==> src/rtl/rx_frame_arbiter_pkg.sv <==
// Shared definitions for the receive-frame arbiter: FSM state encoding,
// default frame geometry / timeout constants, grant encoding and the
// round-robin pick helper.
package rx_frame_arbiter_pkg;

  typedef enum logic [1:0] {
    ST_IDLE,
    ST_FETCH,
    ST_PRESENT,
    ST_WAIT
  } arb_state_e;

  localparam int unsigned FRAME_LEN_DEFAULT = 8;
  localparam int unsigned CW_DEFAULT        = 5;
  localparam int unsigned TIMEOUT_DEFAULT   = 4096;

  localparam logic GRANT_A = 1'b0;
  localparam logic GRANT_B = 1'b1;

  // A lone eligible source wins outright; on a tie the source opposite the
  // previous grant wins.
  function automatic logic rr_pick(input logic elig_a, input logic elig_b,
                                   input logic last_grant);
    logic pick;
    if (elig_a && elig_b) pick = ~last_grant;
    else if (elig_b)      pick = GRANT_B;
    else                  pick = GRANT_A;
    return pick;
  endfunction

endpackage

==> src/rtl/rx_frame_arbiter_wdog.sv <==
// frame_wdog_timer: mid-frame starvation counter.
//   clk, rst_n : clock, asynchronous active-low reset
//   clear      : zero the counter (asserted on entry to the waiting state)
//   enable     : count while high; saturates at TIMEOUT-1, never wraps
//   expired    : high on the TIMEOUT-th consecutive enabled cycle
module frame_wdog_timer
  import rx_frame_arbiter_pkg::*;
#(
  parameter int unsigned TIMEOUT = TIMEOUT_DEFAULT
) (
  input  logic clk,
  input  logic rst_n,
  input  logic clear,
  input  logic enable,
  output logic expired
);

  localparam int unsigned   TW    = $clog2(TIMEOUT);
  localparam logic [TW-1:0] LIMIT = TW'(TIMEOUT - 1);

  logic [TW-1:0] count_q, count_d;

  always_comb begin
    count_d = count_q;
    if (clear)                          count_d = '0;
    else if (enable && count_q != LIMIT) count_d = count_q + TW'(1);
  end

  always_ff @(posedge clk or negedge rst_n) begin
    if (!rst_n) count_q <= '0;
    else        count_q <= count_d;
  end

  assign expired = enable && (count_q == LIMIT);

endmodule

==> src/rtl/rx_frame_arbiter.sv <==
// rx_frame_arbiter: picks whole command frames from one of two UART receive
// FIFOs and streams them byte by byte to the command parser.
//   rf_count_a/b, rdr_a/b : FIFO fill level and head byte per UART
//   rf_pop_a/b            : one-cycle pop strobes (only the granted side)
//   cmd_data/valid/ready  : byte stream to the parser
//   cmd_sof/cmd_eof       : first/last byte of frame, qualified by cmd_valid
//   grant                 : 0 = UART A, 1 = UART B (current/most recent frame)
//   busy                  : not idle
//   timeout_err           : one-cycle pulse when a starved frame is abandoned
module rx_frame_arbiter
  import rx_frame_arbiter_pkg::*;
#(
  parameter int unsigned FRAME_LEN = FRAME_LEN_DEFAULT,
  parameter int unsigned CW        = CW_DEFAULT,
  parameter int unsigned TIMEOUT   = TIMEOUT_DEFAULT
) (
  input  logic          clk,
  input  logic          rst_n,
  input  logic [CW-1:0] rf_count_a,
  input  logic [7:0]    rdr_a,
  output logic          rf_pop_a,
  input  logic [CW-1:0] rf_count_b,
  input  logic [7:0]    rdr_b,
  output logic          rf_pop_b,
  output logic [7:0]    cmd_data,
  output logic          cmd_valid,
  input  logic          cmd_ready,
  output logic          cmd_sof,
  output logic          cmd_eof,
  output logic          grant,
  output logic          busy,
  output logic          timeout_err
);

  localparam int unsigned   IW       = $clog2(FRAME_LEN + 1);
  localparam logic [CW-1:0] FL_CNT   = CW'(FRAME_LEN);
  localparam logic [IW-1:0] LAST_IDX = IW'(FRAME_LEN - 1);

  arb_state_e    state_q, state_d;
  logic          grant_q, grant_d;
  logic          last_q, last_d;
  logic [7:0]    data_q, data_d;
  logic [IW-1:0] idx_q, idx_d;
  logic          terr_q, terr_d;

  logic          elig_a, elig_b;
  logic          g_has_data;
  logic [7:0]    g_rdr;
  logic          wd_clear, wd_enable, wd_expired;

  assign elig_a     = rf_count_a >= FL_CNT;
  assign elig_b     = rf_count_b >= FL_CNT;
  assign g_has_data = (grant_q == GRANT_B) ? (rf_count_b != '0) : (rf_count_a != '0);
  assign g_rdr      = (grant_q == GRANT_B) ? rdr_b : rdr_a;

  always_comb begin
    state_d  = state_q;
    grant_d  = grant_q;
    last_d   = last_q;
    data_d   = data_q;
    idx_d    = idx_q;
    terr_d   = 1'b0;
    wd_clear = 1'b0;
    case (state_q)
      ST_IDLE: begin
        if (elig_a || elig_b) begin
          grant_d = rr_pick(elig_a, elig_b, last_q);
          last_d  = grant_d;
          idx_d   = '0;
          state_d = ST_FETCH;
        end
      end
      ST_FETCH: begin
        data_d  = g_rdr;
        state_d = ST_PRESENT;
      end
      ST_PRESENT: begin
        if (cmd_ready) begin
          idx_d = idx_q + IW'(1);
          if (idx_q == LAST_IDX) begin
            state_d = ST_IDLE;
          end else if (g_has_data) begin
            state_d = ST_FETCH;
          end else begin
            state_d  = ST_WAIT;
            wd_clear = 1'b1;
          end
        end
      end
      ST_WAIT: begin
        // Arriving data takes priority over an expiry in the same cycle.
        if (g_has_data) begin
          state_d = ST_FETCH;
        end else if (wd_expired) begin
          state_d = ST_IDLE;
          terr_d  = 1'b1;
        end
      end
      default: state_d = ST_IDLE;
    endcase
  end

  always_ff @(posedge clk or negedge rst_n) begin
    if (!rst_n) begin
      state_q <= ST_IDLE;
      grant_q <= GRANT_A;
      last_q  <= GRANT_B;
      data_q  <= '0;
      idx_q   <= '0;
      terr_q  <= 1'b0;
    end else begin
      state_q <= state_d;
      grant_q <= grant_d;
      last_q  <= last_d;
      data_q  <= data_d;
      idx_q   <= idx_d;
      terr_q  <= terr_d;
    end
  end

  assign wd_enable = (state_q == ST_WAIT);

  frame_wdog_timer #(
    .TIMEOUT(TIMEOUT)
  ) u_wdog (
    .clk    (clk),
    .rst_n  (rst_n),
    .clear  (wd_clear),
    .enable (wd_enable),
    .expired(wd_expired)
  );

  assign cmd_valid   = (state_q == ST_PRESENT);
  assign cmd_data    = data_q;
  assign cmd_sof     = cmd_valid && (idx_q == '0);
  assign cmd_eof     = cmd_valid && (idx_q == LAST_IDX);
  assign rf_pop_a    = (state_q == ST_FETCH) && (grant_q == GRANT_A);
  assign rf_pop_b    = (state_q == ST_FETCH) && (grant_q == GRANT_B);
  assign grant       = grant_q;
  assign busy        = (state_q != ST_IDLE);
  assign timeout_err = terr_q;

endmodule
==> config.mk <==
export PLATFORM = sky130hd
export DESIGN_NAME = rx_frame_arbiter
export DESIGN_NICKNAME = d
export VERILOG_FILES = /design/src/rtl/rx_frame_arbiter_pkg.sv /design/src/rtl/rx_frame_arbiter_wdog.sv /design/src/rtl/rx_frame_arbiter.sv
export SDC_FILE = /design/constraint.sdc
export NUM_CORES = 1
export LEC_CHECK = 0
export ABC_AREA = 1
export CAP_MARGIN = 25
export CORE_MARGIN = 2
export CORE_UTILIZATION = 34
export DETAILED_ROUTE_END_ITERATION = 8
export PLACE_DENSITY = 0.66
export RECOVER_POWER = 100
export SLEW_MARGIN = 20
export SYNTH_ARGS = -nofsm -noshare
export SYNTH_HDL_FRONTEND = slang
export SYNTH_HIERARCHICAL = 1
export SYNTH_SLANG_ARGS = --single-unit
==> constraint.sdc <==
create_clock -name clk -period 4.6 [get_ports clk]
set_clock_uncertainty 0.2 [all_clocks]
set_input_delay 0.92 -clock clk [delete_from_list [all_inputs] [get_ports clk]]
set_output_delay 0.92 -clock clk [all_outputs]
set_load 0.05 [all_outputs]
# [After elaboration in Yosys (flattened, before gate mapping)]
# Index checks and enable logic that the tools add are counted.
[word_totals] ff_bits=29
[op_classes] n_addsub=2 magnitude_cmp=2 eq_ne=9 muxes=23 n_bitwise=2 n_reduce_logical=18
[op_table] op="two-way mux 12 bit" n=2
[op_table] op="adder 12 x 1 -> 12 bit, second input constant" n=1
[op_table] op="== test 12 bit, second input constant" n=1
[op_table] op="two-way mux 2 bit" n=6
[op_table] op="inequality test 12 bit, second input constant" n=1
[op_table] op=">= comparator 5 x 4 -> 1 bit, second input constant" n=2
[op_table] op="two-way mux 1 bit" n=10
[op_table] op="nonzero test 5 bit" n=2
[op_table] op="two-way mux 4 bit" n=2
[op_table] op="two-way mux 8 bit" n=1
[op_table] op="case mux 2 bit (4 select lines)" n=1
[op_table] op="case mux 4 bit (2 select lines)" n=1
[op_table] op="logical AND 1 bit" n=7
[op_table] op="AND reduction 3 bit" n=2
[op_table] op="nonzero test 2 bit" n=3
[op_table] op="adder 4 x 1 -> 4 bit, second input constant" n=1
[op_table] op="== test 2 bit, second input constant" n=2
[op_table] op="== test 4 x 3 -> 1 bit, second input constant" n=1
[op_table] op="zero test 4 bit" n=1
[op_table] op="inequality test 3 bit, second input constant" n=1
[op_table] op="== test 2 x 1 -> 1 bit, second input constant" n=1
[op_table] op="zero test 2 bit" n=1
[op_table] op="inequality test 2 x 1 -> 1 bit, second input constant" n=1
[op_table] op="inequality test 2 bit, second input constant" n=1
[op_table] op="3 further kinds" n=4

# [Depth between registers and ports, before layout]
# Gate-level depths: netlist (run 1).
[depth] ltp_word=7 mapped_depth=10 depth_no_buf=10

# [Hierarchy]
# Netlist (run 1), hierarchy kept.
[modules_own_cells] mod="rx_frame_arbiter" instances=1 cells_each=123 area_per_inst_um2=915.9 seq_area_each_um2=426.7
[modules_own_cells] mod="frame_wdog_timer" instances=1 cells_each=112 area_per_inst_um2=784.5 seq_area_each_um2=300.3

# [Least setup slack after synthesis (run 1)]
# OpenSTA, ideal clock, no wires.
[synth_timing] path_type="register to output" from="register idx_q[0]" to="output cmd_eof" arrival_ns=1.708 setup_slack_ns=1.772 path_stages_with_launch=4 path_buffers=0 cell_sequence="dfrtp_1 ha_1 nand2_1 nor3_1"
[synth_between] elab_chain_cells=2
[synth_rtl] item="start: declaration" line="rx_frame_arbiter.sv:43" rtl="logic [IW-1:0] idx_q, idx_d;"
[synth_rtl] item="start signal: assignment" line="rx_frame_arbiter.sv:116" rtl="idx_q <= idx_d;"
[synth_rtl] item="== test 4 x 3 -> 1 bit" line="rx_frame_arbiter.sv:136" rtl="assign cmd_eof = cmd_valid && (idx_q == LAST_IDX);"
[synth_rtl] item="logical AND 1 bit" line="rx_frame_arbiter.sv:136"
[synth_rtl] item="end: declaration" line="rx_frame_arbiter.sv:29" rtl="output logic cmd_eof,"
# Every way passes these cells.

# [Worst setup path in the final report (run 1)]
[layout_timing] from="register state_q[0]" to="output rf_pop_a"
[layout_between] elab_chain_cells=2
[layout_rtl] item="start: declaration" line="rx_frame_arbiter.sv:39" rtl="arb_state_e state_q, state_d;"
[layout_rtl] item="start signal: assignment" line="rx_frame_arbiter.sv:112" rtl="state_q <= state_d;"
[layout_rtl] item="== test 2 x 1 -> 1 bit" line="rx_frame_arbiter.sv:137" rtl="assign rf_pop_a = (state_q == ST_FETCH) && (grant_q == GRANT_A);"
[layout_rtl] item="logical AND 1 bit" line="rx_frame_arbiter.sv:137"
[layout_rtl] item="end: declaration" line="rx_frame_arbiter.sv:21" rtl="output logic rf_pop_a,"
# Every way passes these cells.

==> summary by stage, run 1 <==
Min path
The worst hold path was traced through 2 stages. In this run the worst hold path is classified as reg2reg. The source of the worst hold timing path is cmd_data[0]. The capture endpoint of the worst hold path is cmd_data[0].

Synthesis
The register area share after synthesis is 42.75%. Ranked by total cell area, the synthesized netlist is headed by sky130_fd_sc_hd__dfrtp_1 (41%), sky130_fd_sc_hd__nand2_1 (16%), sky130_fd_sc_hd__nand3_1 (11%), sky130_fd_sc_hd__nor2_1 (6.6%), sky130_fd_sc_hd__inv_1 (4.9%). The area fraction of the dominant cell type after synthesis is a little over 40%. The synthesized design contains 29 register bits. The number of instances in the synthesized netlist is roughly 240. Each instance of the synthesized netlist takes up on average slightly above 7 um^2. The cell area that synthesis handed to floorplanning was 0.001700 mm^2. Synthesis produced a netlist with a net count of between 200 and 300. The biggest area contributor in the post-synthesis netlist is sky130_fd_sc_hd__dfrtp_1. Yosys mapped the design onto 26 distinct sky130hd cell types.

The Yosys warning count is 6.

Global route
The final global-route overflow total is 0. The initial antenna violation count came to 0. The via count of the first global-routing pass is 1517.

The maximum number of pins on one net before global-route repair is 30. The wire length of the first global-routing pass is 6465 um. Global routing used 15.14% of the available tracks across all layers.

STA
The number of pins with negative max-slew slack in the final report came to 30. On the final layout, the worst hold slack is ~0.29 ns. Setup violations remaining at the end of the flow were counted as 0. The time the worst path needs with I/O delays and setup is between 3 and 4 ns. Setup repair after global routing left no endpoint under its margin. Based on the critical path, the design can be clocked at up to just under 0.3 GHz. Across all setup checks in the final design, the least slack found is approximately 1.2 ns. The final period utilization is between 70% and 80%. The final total negative setup slack is 0 ns. At the pin with the least slew margin, the transition time is between 1.5 and 2 ns. The remaining max-slew budget at the tightest pin is -2.270%. The final hold violation count was 0.

Final layout
The final cell count without fillers is 352. Compared with the post-synthesis result, the final layout area differs by 34.14%. After routing the design area is approximately 0.0023 mm^2. Leaving out fill and tap cells, the most frequent cell in the layout is sky130_fd_sc_hd__nand2_1. The antenna diode count is 0. The fraction of layout instances using a drive strength above 1 is approximately 6.0%. At the end of the flow, the number of nets in the layout was 317.

The top cell types in the final layout, fill and taps aside, are sky130_fd_sc_hd__nand2_1 (72), sky130_fd_sc_hd__nand3_1 (36), sky130_fd_sc_hd__nor2_1 (32).

Status
The final reports fail on max-capacitance violations, max-slew violations. The flow ran to the end, but the final reports show violations.

Worst setup path
The depth of the critical timing path with buffers and inverters included is 5. The sum of buffers and inverters on the critical path is 3. The depth of the worst register-to-register path is 9. The cell repeated most along the worst path is sky130_fd_sc_hd__inv_1.

The critical-path cell with the highest stage delay is sky130_fd_sc_hd__dlygate4sd3_1. The arrival time of the worst setup path is between 2 and 2.5 ns. The largest incremental delay on the critical path is approximately 0.92 ns. The launch instance of the worst register-to-register path is idx_q[0].

In this run the register-to-register setup slack is 2.24 ns. Among cell families on the critical path, the largest total delay comes from buffers and inverters. Along the worst path, the maximum fanout reaches 9.

At the worst endpoint, the required time is ~3.5 ns. The worst setup path is of the reg2out kind. The critical path goes through inv_1 -> nor2_1 -> nand2_1 -> inv_1 -> dlygate4sd3_1. The capturing element type of the critical path is an output pin. STA classifies the critical path startpoint as a register. The worst register-to-register path ends at u_wdog/count_q[5].

Clocking
CTS saw 29 sinks. The clock latency at the later pin of the worst-skew pair is ~0.27 ns. The post-CTS setup buffer count is 0. CTS built an H-tree with a depth of 2. The clock edge transition at the registers on the reported setup and hold paths is about 0.060 ns. The CTS tree is done.

The number of CTS-inserted buffers is 5. The number of buffers inserted for hold repair after clock tree synthesis is 0. No sink is reached through more buffers than the 2 on the longest clock path. The library cell used as clock root buffer is sky130_fd_sc_hd__clkbuf_8. The number of cells upsized or downsized after cts is 0.

Floorplan
In this run the horizontal extent of the chip is about 75 um. The initial utilization of the core area, before any placement, comes to 35.53%. The top-level port count is 45.

The core region is 0.004786 mm^2. The floorplan die height is ~75 um. Row generation in the floorplan step produced 25 rows. The die covers about 0.0056 mm^2.

Routing
The number of remaining DRC errors is 0. Wires add up to between 3000 and 4000 um. The total number of vias is ~1600. The first detailed-routing pass took 4 iterations. Once detail routing completed, the nets flagged for antenna violations numbered 0. In the routed layout, each cell is associated on average with a via count of ~4.5. For this block, the initial DRC count from the detailed router was 83.

The routed length per placed instance is roughly 11 um.

Pwr
Registers are responsible for between 30% and 40% of the overall power. Summed over all nets, the switching power comes to between 0.5 and 0.6 mW. The total power per unit cell area is roughly 550 mW/mm^2.

The leakage power total is approximately 1.1 nW. The share of total power in combinational logic is between 50% and 60%. The internal power is ~0.66 mW.

The share of total power dissipated in the clock network is between 10% and 20%. Net switching is 47.54% of the power. The worst IR drop on VDD is roughly 0.00022 V.

Placed design
Input and output buffers added on the ports amount to 44. Before CTS, the worst setup slack after placement is around 1.3 ns. The final weighted congestion in routability-driven placement is 0.8351. Detailed placement finished with a half-perimeter wire length of around 2800 um.

In this run, placement finished with an instance count of roughly 350. The total placed instance area is roughly 0.0022 mm^2.

Flow run
The max-cap violation count is 1.
[sequential cells by signal, summed over array words and instances, names as in the netlist]
register / flops
grant: 1
state_q: 2
cmd_data: 8
u_wdog/count_q: 12
timeout_err: 1
idx_q: 4
last_q: 1
[worst reg2reg max path, delay by kind of cell, from the launching register on]
kind                     cells  cell delay (ns)
buffers and inverters        1             0.50
AND/OR/NAND/NOR              6             0.84
flip-flops                   1             0.40
AO/OA/AOI/OAI                1             0.10
adder cells (fa/ha/maj)      1             0.21
[worst max-delay path by stage]
stage                  startpoint                  to  slack [ns]
floorplan                idx_q[0]             cmd_eof        1.77
global placement    rf_count_a[3]  u_wdog/count_q[10]        1.40
detailed placement  rf_count_a[3]  u_wdog/count_q[10]        1.30
CTS                    state_q[0]            rf_pop_b        1.38
global route           state_q[0]            rf_pop_a        1.02
finish                 state_q[0]            rf_pop_a        1.20
[cell usage after synthesis, drive strengths merged]
library cell	n
dfrtp	28
a21oi	2
clkinv	1
ha	3
or2	1
o21ai	12
nand4	3
a21o	1
buf	2
nor2	33
dfstp	1
nor3	3
o21bai	1
nand2	76
inv	27
nand3	37
xor2	4
[metrics by stage]
stage	utilization (%)	power (mW)
2_1_floorplan	-	0.8899
3_3_place_gp	46.30	1.097
3_5_place_dp	46.30	1.101
4_1_cts	48.10	1.316
5_1_grt	47.66	1.362
6_report	47.66	1.256
[area by class of cell]
class,instances,area (um^2)
Timing Repair Buffer,45,444.2
Tap cell,67,83.83
Clock buffer,7,86.33
Multi-Input combinational cell,176,832.0
Inverter,28,107.6
Fill cell,494,2505
Sequential cell,29,726.9
[kinds of logic (layout without fill, tap and decap cells)]
logic type / Yosys count / in the layout / synth area share [%]
buffers and inverters: 30 / 80 / 7.284
flip-flops: 29 / 29 / 42.75
XOR/XNOR: 4 / 4 / 2.060
AND/OR/NAND/NOR: 153 / 153 / 40.69
AO/OA/AOI/OAI: 16 / 16 / 5.004
adder cells (fa/ha/maj): 3 / 3 / 2.208
[routing by layer]
layer  vias up  track usage (%)  part of all wire, %
met1       698            18.14                   48
met5         -                0                    0
met2        44            25.27                   43
met3         2            5.622                  8.5
li1        850                -                    -
met4         0            4.960                 0.62
[power groups by stage]
stage	Clock (mW)	Combinational, mW	Sequential (mW)
floorplan	0	0.355	0.535
global placement	0	0.689	0.407
detailed placement	0	0.691	0.410
CTS	0.216	0.694	0.406
global route	0.229	0.722	0.411
finish	0.205	0.652	0.399
Note: power is estimated with default switching activity, not from simulation.
==> inputs of run 2 (changes only) <==
==> constraint.sdc (replaced) <==
create_clock -name clk -period 3.14 [get_ports clk]
set_clock_uncertainty 0.2 [all_clocks]
set_input_delay 0.628 -clock clk [delete_from_list [all_inputs] [get_ports clk]]
set_output_delay 0.628 -clock clk [all_outputs]
set_load 0.05 [all_outputs]
==> run 2 against run 1 <==
The flow still finishes with violations (max-capacitance violations, max-slew violations). Worst hold slack better by 0.0073 ns. Clock power is 130% higher. Via count rose by 4.2%. Sequential power is 48% higher. Combinational power up 48%. Worst setup slack got worse by 1.0 ns. Global-route usage grew 0.11 points. Register-to-register slack worse by 1.4 ns. Count of clock-buffer cells in the layout fell by 2. Critical path depth did not move.
==> summary by stage, run 2 (synthesis gave the netlist of run 1 again) <==
Status
The flow ran to the end, but the final reports show violations. The final reports fail on max-capacitance violations, max-slew violations.

Routing
The routed length per placed instance is ~11 um. For this block, the routed nets add up to approximately 4000 um of wire. The number of detailed-routing iterations run before antenna repair is 4. The number of remaining DRC errors is 0. The detailed router placed roughly 1700 vias in this run. Dividing the detail-routed via count by the number of cells gives 4.692. The final antenna-violating net count is 0.

The detailed router finished its first iteration with 74 violations.

Clocking
The clock sink count is 29. Clock-pin slew was measured on the worst setup and hold paths at about 0.07 ns. The number of CTS-inserted buffers is 5. Once the clock tree was built, the resizer swapped 0 gates to a different size.

The clock latency at the later pin of the worst-skew pair is between 0.2 and 0.3 ns. The CTS tree is done. The number of setup buffers added after CTS is 0.

The H-tree level count is 2. The cell sitting at the root of the clock tree is a sky130_fd_sc_hd__clkbuf_8. The number of buffers inserted for hold repair after clock tree synthesis is 0. No sink is reached through more buffers than the 2 on the longest clock path.

Worst setup path
By startpoint and endpoint, the worst setup path is classified as reg2out. The capturing element type of the critical path is an output pin. Traced cell by cell, the critical path runs through inv_1 -> nor2_2 -> nand2_1 -> inv_2 -> dlygate4sd3_1.

The cell family contributing the most delay on the critical path is buffers and inverters. The startpoint type of the worst setup path is a register. The largest single stage delay on the critical path is 0.89 ns. The arrival time of the worst setup path is approximately 2.1 ns.

For the worst setup path, the data required time is ~2.3 ns. The sum of buffers and inverters on the critical path is 3. The largest fanout on the critical path is 9.

The critical-path cell with the highest stage delay is sky130_fd_sc_hd__dlygate4sd3_1.

Floorplan
After floorplanning, the core was divided into 25 placement rows. The floorplan step set the die width to between 70 and 80 um. The die covers between 0.005 and 0.006 mm^2.

The top-level port count is 45. The die is approximately 75 um tall. The area of the placeable core is between 0.004 and 0.005 mm^2. Once the floorplan was initialized, standard cells occupied approximately 36% of the core.

STA
Hold timing on the final database bottoms out at a slack of roughly 0.30 ns. The final total negative setup slack is 0 ns. The final hold violation count is 0. Static timing analysis puts the maximum clock frequency at ~0.34 GHz. The worst pin sits at a relative slew slack of -8.461%. The number of pins with negative max-slew slack in the final report came to 30. The slew of the pin with the lowest slew margin is 1.627 ns. Once routing completed, OpenROAD measured the worst setup slack at about 0.18 ns. After layout, the minimum clock period comes to between 2 and 3 ns. Setup repair after global routing left no endpoint under its margin. The setup violation total in the final timing report is 0. In the finished design, the share of the clock period the worst path needs comes to 94.22%.

Final layout
Leaving out fill and tap cells, the most frequent cell in the layout is sky130_fd_sc_hd__nand2_1. The final cell count without fillers is 354. The final layout contains around 320 nets. The fraction of layout instances using a drive strength above 1 is 7.666%. The number of flip-flops under the largest register name is 12. In the layout the commonest cells are sky130_fd_sc_hd__nand2_1 (72), sky130_fd_sc_hd__nand3_1 (36), sky130_fd_sc_hd__nor2_1 (31).

The area growth from synthesis to layout is 37.38%. The repair_antennas step left the layout with diodes totalling 0. More flip-flops sit in one register than any other, and that register is u_wdog/count_q.

Placed design
Routability-driven placement finished with a final weighted congestion of around 0.81. The HPWL after detailed placement is 2919 um. The number of placed instances with taps included is ~350. OpenSTA, run right after detailed placement, puts the worst setup slack at ~0.26 ns.

The count of input and output buffers is between 40 and 50.

Global route
The global-route total usage across every layer is 15.25%. Entering global routing, the biggest net connects 30 pins. The via count of the first global-routing pass is roughly 1500. The initial antenna violation count is 0.

The first global-routing pass estimated ~6600 um of wire. The final global-route overflow total is 0.

Pwr
Power spread over the standard cell area amounts to 864.1 mW/mm^2. The leakage power total is 1.142 nW. The worst IR drop on VDD is between 0.0003 and 0.0004 V.

Flow run
The max-cap violation count is 1.

Min path
In this run the worst hold path is classified as reg2reg.
-- run 2: cell types whose count changed in the layout (fill, tap and decap cells not counted), sizes merged --
cell	delta
clkinv	+1
clkbuf	-1
bufinv	+2
-- run 2: metal layers --
layer / track usage (%) / part of all wire [%]
met1: 18.64 / 48
met2: 25.57 / 42
met3: 4.685 / 8.2
met4: 5.357 / 1.3
met5: 0 / 0
-- run 2: path summary, 6_finish.rpt --
kind	start	to	slack [ns]	depth (start not counted)
min	cmd_data[2]	cmd_data[2]	0.30	2
min in group asynchronous	rst_n	grant	1.09	2
max in group asynchronous	rst_n	u_wdog/count_q[3]	0.69	2
max reg2reg	idx_q[0]	u_wdog/count_q[5]	0.86	10
max	state_q[0]	rf_pop_a	0.18	5
min reg2reg	cmd_data[2]	cmd_data[2]	0.30	2
-- run 2: power by group --
group	leakage, nW	switching (mW)	internal (mW)
clock network	0.0681	0.148	0.315
registers	0.376	0.0928	0.496
logic	0.698	0.669	0.298
total	1.14	0.909	1.11
-- run 2: cell type report --
type	instances	area, um^2
multi-input cells	176	834.6
flip-flops and latches	29	726.9
fillers	480	2450
inverters	28	107.6
well taps	67	83.83
repair buffers	46	449.2
clock inverters	3	65.06
clock buffers	5	68.82
-- run 2: per-stage QoR --
stage               utilization [%]  instance area [um^2]  total power, mW
finish                        48.81                  2336            2.019
global route                  48.81                  2336            2.166
CTS                           49.25                  2357            2.096
detailed placement            46.46                  2223            1.624
global placement              46.46                  2223            1.606
floorplan                         -                  1700            1.304
-- run 2: tightest hold or removal path, stage by stage, from the launching register on --
cell,delay [ns]
sky130_fd_sc_hd__dfrtp_1,0.34
sky130_fd_sc_hd__nand2_1,0.05
sky130_fd_sc_hd__nand3_1,0.07
==> inputs of run 3 (changes only) <==
--- a/config.mk
+++ b/config.mk
@@ -6,7 +6,6 @@
 export NUM_CORES = 1
 export LEC_CHECK = 0
 export ABC_AREA = 1
-export CAP_MARGIN = 25
 export CORE_MARGIN = 2
 export CORE_UTILIZATION = 34
 export DETAILED_ROUTE_END_ITERATION = 8
==> results of run 3 <==
No change in the layout: final DEF, timing and power equal those of run 2.
